===== src/rtl/rr_mux_arbiter4_pkg.sv =====
// rtl/rr_mux_arbiter4_pkg.sv - shared state encoding, requester indices and helpers for the arbiter
package rr_mux_arbiter4_pkg;

  typedef enum logic {
    ST_IDLE  = 1'b0,
    ST_GRANT = 1'b1
  } state_t;

  localparam logic [1:0] REQ0 = 2'd0;
  localparam logic [1:0] REQ1 = 2'd1;
  localparam logic [1:0] REQ2 = 2'd2;
  localparam logic [1:0] REQ3 = 2'd3;

  // Encoded requester index to its one-hot grant vector.
  function automatic logic [3:0] idx_to_onehot(input logic [1:0] idx);
    logic [3:0] oh;
    oh = 4'b0000;
    case (idx)
      REQ0: oh = 4'b0001;
      REQ1: oh = 4'b0010;
      REQ2: oh = 4'b0100;
      REQ3: oh = 4'b1000;
      default: oh = 4'b0000;
    endcase
    return oh;
  endfunction

endpackage


===== src/rtl/rr_mux_arbiter4_if.sv =====
// rtl/rr_mux_arbiter4_if.sv - request/data/grant bundle between requesters and the arbiter
interface rr_mux_arbiter4_if #(
  parameter int WIDTH = 32
);

  logic [3:0]       req;
  logic [WIDTH-1:0] d0;
  logic [WIDTH-1:0] d1;
  logic [WIDTH-1:0] d2;
  logic [WIDTH-1:0] d3;
  logic [3:0]       grant;
  logic [1:0]       sel;
  logic             busy;
  logic             preempt;
  logic [WIDTH-1:0] data_out;

  // Requester side: raises requests and presents data, observes the grant.
  modport master (
    output req, d0, d1, d2, d3,
    input  grant, sel, busy, preempt, data_out
  );

  // Arbiter side.
  modport slave (
    input  req, d0, d1, d2, d3,
    output grant, sel, busy, preempt, data_out
  );

endinterface


===== src/rtl/rr_mux_arbiter4_mux4.sv =====
// rtl/rr_mux_arbiter4_mux4.sv - plain 4:1 datapath mux primitive
module mux4 #(
  parameter int WIDTH = 32
) (
  input  logic [WIDTH-1:0] d0,
  input  logic [WIDTH-1:0] d1,
  input  logic [WIDTH-1:0] d2,
  input  logic [WIDTH-1:0] d3,
  input  logic [1:0]       sel,
  output logic [WIDTH-1:0] y
);

  // Route the selected input straight through.
  always_comb begin
    y = d0;
    case (sel)
      2'd0: y = d0;
      2'd1: y = d1;
      2'd2: y = d2;
      2'd3: y = d3;
      default: y = d0;
    endcase
  end

endmodule


===== src/rtl/rr_mux_arbiter4.sv =====
// rtl/rr_mux_arbiter4.sv - four-way round-robin arbiter with tenure limit sharing one datapath
module rr_mux_arbiter4
  import rr_mux_arbiter4_pkg::*;
#(
  parameter int WIDTH    = 32,
  parameter int MAX_HOLD = 8,
  parameter int CNT_W    = 4
) (
  input logic            clk,
  input logic            reset,
  rr_mux_arbiter4_if.slave bus
);

  // Last tenure cycle; with MAX_HOLD=0 the counter simply stays at zero.
  localparam logic [CNT_W-1:0] HOLD_TOP = (MAX_HOLD == 0) ? '0 : CNT_W'(MAX_HOLD - 1);
  localparam bit               PREEMPT_EN = (MAX_HOLD != 0);

  state_t           state_q, state_nxt;
  logic [1:0]       owner_q, owner_nxt;
  logic [1:0]       last_q, last_nxt;
  logic [CNT_W-1:0] hold_q, hold_nxt;
  logic [3:0]       grant_q, grant_nxt;
  logic             busy_q, busy_nxt;
  logic             preempt_q, preempt_nxt;

  logic             win_found;
  logic [1:0]       win_idx;
  logic             others_pending;

  // Search starts just after `base` and wraps; `base` itself is looked at last.
  function automatic logic [2:0] rr_pick(input logic [3:0] r, input logic [1:0] base);
    logic [2:0] res;
    logic [1:0] idx;
    res = 3'b000;
    for (int k = 4; k >= 1; k--) begin
      idx = base + 2'(k);
      if (r[idx]) res = {1'b1, idx};
    end
    return res;
  endfunction

  // Round-robin winner and competitor detection from the sampled requests.
  always_comb begin
    {win_found, win_idx} = rr_pick(bus.req, last_q);
    others_pending       = |(bus.req & ~idx_to_onehot(owner_q));
  end

  // Next-state and next-output decision for the owner FSM.
  always_comb begin
    state_nxt   = state_q;
    owner_nxt   = owner_q;
    last_nxt    = last_q;
    hold_nxt    = hold_q;
    grant_nxt   = grant_q;
    busy_nxt    = busy_q;
    preempt_nxt = 1'b0;
    case (state_q)
      ST_IDLE: begin
        if (win_found) begin
          state_nxt = ST_GRANT;
          owner_nxt = win_idx;
          last_nxt  = win_idx;
          hold_nxt  = '0;
          grant_nxt = idx_to_onehot(win_idx);
          busy_nxt  = 1'b1;
        end
      end
      ST_GRANT: begin
        if (!bus.req[owner_q]) begin
          // Release wins over a coinciding timeout, so no preempt pulse here.
          if (win_found) begin
            owner_nxt = win_idx;
            last_nxt  = win_idx;
            hold_nxt  = '0;
            grant_nxt = idx_to_onehot(win_idx);
          end else begin
            state_nxt = ST_IDLE;
            hold_nxt  = '0;
            grant_nxt = 4'b0000;
            busy_nxt  = 1'b0;
          end
        end else if (PREEMPT_EN && hold_q == HOLD_TOP && others_pending) begin
          owner_nxt   = win_idx;
          last_nxt    = win_idx;
          hold_nxt    = '0;
          grant_nxt   = idx_to_onehot(win_idx);
          preempt_nxt = 1'b1;
        end else if (PREEMPT_EN && hold_q != HOLD_TOP) begin
          hold_nxt = hold_q + CNT_W'(1);
        end
      end
      default: begin
        state_nxt = ST_IDLE;
        grant_nxt = 4'b0000;
        busy_nxt  = 1'b0;
      end
    endcase
  end

  // State and registered outputs; reset leaves requester 0 first in line.
  always_ff @(posedge clk) begin
    if (reset) begin
      state_q   <= ST_IDLE;
      owner_q   <= REQ0;
      last_q    <= REQ3;
      hold_q    <= '0;
      grant_q   <= 4'b0000;
      busy_q    <= 1'b0;
      preempt_q <= 1'b0;
    end else begin
      state_q   <= state_nxt;
      owner_q   <= owner_nxt;
      last_q    <= last_nxt;
      hold_q    <= hold_nxt;
      grant_q   <= grant_nxt;
      busy_q    <= busy_nxt;
      preempt_q <= preempt_nxt;
    end
  end

  assign bus.grant   = grant_q;
  assign bus.sel     = owner_q;
  assign bus.busy    = busy_q;
  assign bus.preempt = preempt_q;

  mux4 #(
    .WIDTH(WIDTH)
  ) u_mux4 (
    .d0 (bus.d0),
    .d1 (bus.d1),
    .d2 (bus.d2),
    .d3 (bus.d3),
    .sel(owner_q),
    .y  (bus.data_out)
  );

endmodule


===== src/flat_wrapper.sv =====
// flat-port wrapper written by rule: the top's interface ports become plain ports
module rr_mux_arbiter4_flat import rr_mux_arbiter4_pkg::*;
#(
  parameter int WIDTH    = 32,
  parameter int MAX_HOLD = 8,
  parameter int CNT_W    = 4
)
  (clk, reset, bus_req, bus_d0, bus_d1, bus_d2, bus_d3, bus_grant, bus_sel, bus_busy, bus_preempt, bus_data_out);
  rr_mux_arbiter4_if #(.WIDTH(WIDTH)) bus_i ();
  input logic clk;
  input logic reset;
  input wire logic [$bits(bus_i.req)-1:0] bus_req;
  input wire logic [$bits(bus_i.d0)-1:0] bus_d0;
  input wire logic [$bits(bus_i.d1)-1:0] bus_d1;
  input wire logic [$bits(bus_i.d2)-1:0] bus_d2;
  input wire logic [$bits(bus_i.d3)-1:0] bus_d3;
  output wire logic [$bits(bus_i.grant)-1:0] bus_grant;
  output wire logic [$bits(bus_i.sel)-1:0] bus_sel;
  output wire logic [$bits(bus_i.busy)-1:0] bus_busy;
  output wire logic [$bits(bus_i.preempt)-1:0] bus_preempt;
  output wire logic [$bits(bus_i.data_out)-1:0] bus_data_out;
  assign bus_i.req = bus_req;
  assign bus_i.d0 = bus_d0;
  assign bus_i.d1 = bus_d1;
  assign bus_i.d2 = bus_d2;
  assign bus_i.d3 = bus_d3;
  assign bus_grant = bus_i.grant;
  assign bus_sel = bus_i.sel;
  assign bus_busy = bus_i.busy;
  assign bus_preempt = bus_i.preempt;
  assign bus_data_out = bus_i.data_out;
  rr_mux_arbiter4 #(.WIDTH(WIDTH), .MAX_HOLD(MAX_HOLD), .CNT_W(CNT_W)) u_core (.clk(clk), .reset(reset), .bus(bus_i));
endmodule

===== config.mk =====
export PLATFORM = sky130hd
export DESIGN_NAME = rr_mux_arbiter4_flat
export DESIGN_NICKNAME = d
export VERILOG_FILES = /design/src/rtl/rr_mux_arbiter4_pkg.sv /design/src/rtl/rr_mux_arbiter4_if.sv /design/src/rtl/rr_mux_arbiter4_mux4.sv /design/src/rtl/rr_mux_arbiter4.sv /design/src/flat_wrapper.sv
export SDC_FILE = /design/constraint.sdc
export NUM_CORES = 1
export LEC_CHECK = 0
export BUFFER_PORTS_ARGS = -buffer_cell sky130_fd_sc_hd__buf_2
export CAP_MARGIN = 20
export CORE_MARGIN = 5
export CORE_UTILIZATION = 38
export CTS_BUF_LIST = sky130_fd_sc_hd__clkbuf_8
export CTS_CLUSTER_SIZE = 20
export DETAILED_ROUTE_END_ITERATION = 16
export GPL_TIMING_DRIVEN = 0
export PLACE_DENSITY_LB_ADDON = 0.15
export SYNTH_ARGS = -nofsm -noshare
export SYNTH_HDL_FRONTEND = slang
export SYNTH_SLANG_ARGS = --single-unit

===== constraint.sdc =====
create_clock -name clk -period 5.1 [get_ports clk]
set_input_delay 0.765 -clock clk [delete_from_list [all_inputs] [get_ports clk]]
set_output_delay 0.765 -clock clk [all_outputs]
set_load 0.005 [all_outputs]

### Word-level counts from Yosys, hierarchy flattened

Cells that the tools add are included.

* flip-flop bits (word level): 15
* bits in latches: 0
* bits in writable memories: 0
* bits in read-only memories: 0
* bits of input ports: 134
* logic and storage cells: 83
* memories: 0

* add/subtract/negate cells: 4
* $mul: 0
* div/mod/pow operators: 0
* magnitude comparators: 5
* equality and inequality tests: 13
* shift-type cells: 0
* muxes and demuxes: 42
* bitwise logic cells: 4
* reduce and logical (&&, ||, !) cells: 8

Operators by type and width (count)
* 32-bit one-hot mux with 4 select lines: 1
* 4-bit 2-to-1 mux: 8
* 4-bit one-hot mux with 4 select lines: 2
* 4-bit one-hot mux with 2 select lines: 2
* 2-bit by 3-bit less-than comparator with 1-bit output (second input constant): 5
* 3-bit 2-to-1 mux: 4
* 1-bit 2-to-1 mux: 11
* 1-bit binary-select mux with 2-bit select: 5
* 2-bit 2-to-1 mux: 5
* 2-bit equality test (second input constant): 4
* 2-bit one-hot mux with 2 select lines: 2
* 2-bit adder (second input constant): 2
* 4-bit by 1-bit adder with 4-bit output (second input constant): 1
* 4-bit AND: 1
* 2-bit by 1-bit equality test with 1-bit output (second input constant): 2
* 4-bit by 3-bit equality test with 1-bit output (second input constant): 1
* 2-bit zero test: 2
* 2-bit != test (second input constant): 2
* 4-bit by 3-bit != test with 1-bit output (second input constant): 1
* 4-bit != test (second input constant): 1
* 4-bit NOT: 1
* 1-bit one-hot mux with 2 select lines: 2
* 2-bit AND reduction: 2
* 4-bit OR reduction: 1
* 7 further kinds: 8

### Depth between registers and ports, before layout

* word-level depth: 11
* gate-level depth with buffers: 7
* gate-level depth less buffers: 6

### Cells and area by module

A second synthesis with hierarchy kept.

* cells, all modules: 129
* area, all modules: 1594.0 um2

Modules (own cells, without submodules)
* mux4: times used 1, cells each 39, area an instance 814.5 um2, seq. area each 0.0 um2
* rr_mux_arbiter4: times used 1, cells each 90, area an instance 779.5 um2, seq. area each 300.3 um2

### Worst setup path before layout

No wires, ideal clock.

* kind: register to output
* from: register u_core.owner_q[0], in the netlist u_core.bus.sel[0]
* to: output bus_data_out[10]
* arrival: 1534 ps
* slack: 2801 ps
* stages on the path, launching flop included: 4
* path buffers: 2
* cell sequence: dfxtp_1 > buf_6 > clkbuf_1 > mux4_2

* longest elaborated chain between the ends: 2
* elaborated cells between the ends (all ways): 5

RTL lines
* from (decl): line rr_mux_arbiter4.sv:19 `logic [1:0] owner_q, owner_nxt;`
* from (signal assigned): line rr_mux_arbiter4.sv:112 `owner_q <= owner_nxt;`
* 2-bit equality test (tied with other cells): line rr_mux_arbiter4_mux4.sv:16 `case (sel)`
* 32-bit one-hot mux with 4 select lines *: line rr_mux_arbiter4_mux4.sv:16
* to (decl): line flat_wrapper.sv:21 `output wire logic [$bits(bus_i.data_out)-1:0] bus_data_out;`

Mark *: on every way between the ends. The rest lies on a longest branch, timed or not.

### Final worst setup path

Same ends and word-level chain as after synthesis.

==> results.py <==
metrics = {
    "placement": {
        "placement.io_buffers": 171,
        "dpl.cell_count": 356,
        "pre_cts_slack_ns": 2.531,
        "dpl.hpwl_mm": 5.763,
        "globalplace.congestion": 0.8279,
    },
    "logic_synthesis": {
        "netlist_area_sq_um": 1554,
        "seq_area_frac_synth": 0.1932,
        "synth_top_area_share": 0.4783,
        "ys_types": 34,
        "yosys_warnings": 0,
        "yosysTopAreaCell": "mux4_2",
        "synth_common_cells": "mux4_2, dfxtp_1, a21oi_1, nor2_1, o21ai_0",
        "avgSynthCellArea_sq_um": 11.51,
        "synth_nets": 270,
        "ys_seq_elements": 15,
        "synth_cells": 135,
        "synth_edf_count": 0,
        "yosysMostFrequentCell": "mux4_2",
        "synth_area_leaders": "mux4_2, dfxtp_1, a21oi_1, o21ai_0, nor2_1",
        "synthArstFlopShare": 0,
        "synthFlopType": "dfxtp_1",
    },
    "global_route": {
        "grt_start_max_net_pins": 11,
        "overflow": 0,
        "first_global_vias": 1801,
        "grt.total_usage": 0.2205,
        "grt_pass1_wl_mm": 9.315,
        "antenna_found_initial": 0,
    },
    "floorplanning": {
        "start_util": 0.3913,
        "die_x_um": 73.95,
        "design.core.area_sq_um": 3971,
        "ios": 174,
        "row_count": 23,
        "floorplan.die_area_sq_um": 5469,
        "fp.dieH_um": 73.95,
    },
    "timing": {
        "fmax_ghz": 0.3594,
        "hold_violations": 0,
        "finalSetupViolCount": 0,
        "fin_crit_sh": 0.5455,
        "maxSlewHeadroom": 0.4079,
        "final.setup.worst_slack_ns": 2.318,
        "slew_viol_final": 0,
        "worst_slew_pin_slew_ns": 0.8770,
        "setup_tns_ns": 0,
        "skew_ns": 0.006937,
        "period_needed_ns": 2.782,
        "rsz0062_at_grt": "no",
    },
    "worst_setup_path": {
        "cp_cell_sequence": "buf_6 > clkbuf_1 > mux4_2 > buf_2",
        "r2r_start": "u_core.bus.sel[0]",
        "cp_slowest_cell": "mux4_2",
        "endpoint_kind": "output port",
        "worstSetupPathType": "reg -> out",
        "cp_data_arrival_time_ns": 2.02,
        "crit_fanout": 10,
        "cp-startpoint": "u_core.bus.sel[0]",
        "regToRegSetupSlack_ns": 3.09,
        "cp.required_ns": 4.34,
        "cp-start-kind": "flip-flop",
        "cpPeakStageDelay_ns": 0.59,
    },
    "power": {
        "p_seq_frac": 0.263,
        "p_switching_w": 0.0001645,
        "powerDensity_nw_per_um2": 200.7,
        "clkPwrFrac": 0.198,
        "switching_share": 0.3252,
        "p_leak_nw": 1.181,
        "ir_drop_mv": 0.2216,
        "internal_power_w": 0.0003414,
        "power_frac_comb": 0.538,
    },
    "clock_network": {
        "clk_latency_ns": 0.25,
        "cts_tree": "done",
        "cts_made_buffers": 3,
        "htreeDepth": 1,
        "cts_buffer_depth": 2,
        "cts_setup_buffers": 0,
        "holdBufCountCts": 0,
        "cts_sinks": 15,
        "clkTransAtPathRegs_ns": 0.07,
        "root_buffer": "clkbuf_8",
        "post_cts_resized": 0,
    },
    "worst_hold_path": {
        "min_path_type": "reg -> reg",
        "min_from": "u_core.bus.grant[1]",
    },
    "final_layout": {
        "antenna_cells": 0,
        "finalNetCount": 446,
        "drive_gt1_frac": 0.7032,
        "register_area_sq_um": 300.3,
        "syn2layout_area_growth_pct": 62.24,
        "multiInputGateArea_sq_um": 1187,
        "fin_cells": 360,
        "nFillCells": 366,
    },
    "routing": {
        "drtPass1Iterations": 4,
        "vias_per_cell": 5.361,
        "num_vias": 1930,
        "postRouteAntennaNets": 0,
        "routedWlPerCell_um": 18.58,
        "drc_errors": 0,
        "routed_wl_mm": 6.690,
        "first_iter_violations": 61,
    },
    "flow_run": {
        "drv_cap": 0,
    },
    "outcome": {
        "outcome": "complete, no violations",
    },
}
[kinds of logic after synthesis]
family	Yosys count	share of synthesized area
compound gates	33	0.1320
fa+ha+maj	1	0.008050
buf+inv	12	0.04266
flops	15	0.1932
mux	34	0.4847
simple gates	40	0.1393
[per-layer routing]
layer  routed length (um)  vias to the layer above  part of all wire  GRT usage
met5                    0                        -                 0          0
met4                   57                        0            0.0085    0.03421
met3                  733                        6              0.11    0.07027
met2                 3589                       73              0.54     0.4055
met1                 2308                      931              0.34     0.2547
li1                     -                      920                 -          -
[layout by cell type, fill, tap and decap left out, drive strengths merged, types with 3 or more instances in the layout]
cell	instances
buf	179
mux4	33
dfxtp	15
a21oi	13
nor2	10
o21ai	10
nand2	9
clkbuf	7
nor2b	3
nor3	3
nand2b	3
or4	3
nand4	3
[final cells by class]
class	count	area share
multi-input combinational	108	0.4710
sequential	15	0.1191
clock inverter	1	0.002978
clock buffer	3	0.01638
tap	50	0.02481
timing repair buffer	171	0.3395
buffer	12	0.02630
[critical path: cells and delay by family, from the launching register on]
kind | cells | cell delay (ns)
buffers and inverters | 3 | 0.84
flip-flops | 1 | 0.34
multiplexers | 1 | 0.59
[sequential cells by signal, indices dropped and copies added (netlist names)]
name / count
u_core.bus.busy: 1
u_core.bus.grant: 4
u_core.bus.preempt: 1
u_core.bus.sel: 2
u_core.hold_q: 4
u_core.last_q: 2
u_core.state_q: 1
[power by group through the flow]
stage	Combinational (W)	Sequential (W)	Clock (W)
final	0.000272	0.000133	0.000100
after global routing	0.000297	0.000134	0.000109
after CTS	0.000277	0.000133	0.000102
after detailed placement	0.000276	0.000136	0
after global placement	0.000270	0.000135	0
after floorplan	0.000153	0.000135	0
[final timing paths]
kind,end,depth (start not counted)
hold reg to reg,u_core.bus.grant[1],2
setup reg to reg,u_core.bus.grant[1],6
hold / removal,u_core.bus.grant[1],2
setup / recovery,bus_data_out[10],4
[through the flow]
step           cell area (sq um)  hold slack (ns)  power [W]  utilization
2_1_floorplan               1554           0.4623  0.0002887            -
3_3_place_gp                2472           0.4618  0.0004058       0.6226
3_5_place_dp                2472           0.4685  0.0004117       0.6226
4_1_cts                     2521           0.4832  0.0005122       0.6348
5_1_grt                     2521           0.5131  0.0005403       0.6348
6_report                    2521           0.4790  0.0005060       0.6348
Note: power is estimated with default switching activity, not from simulation.
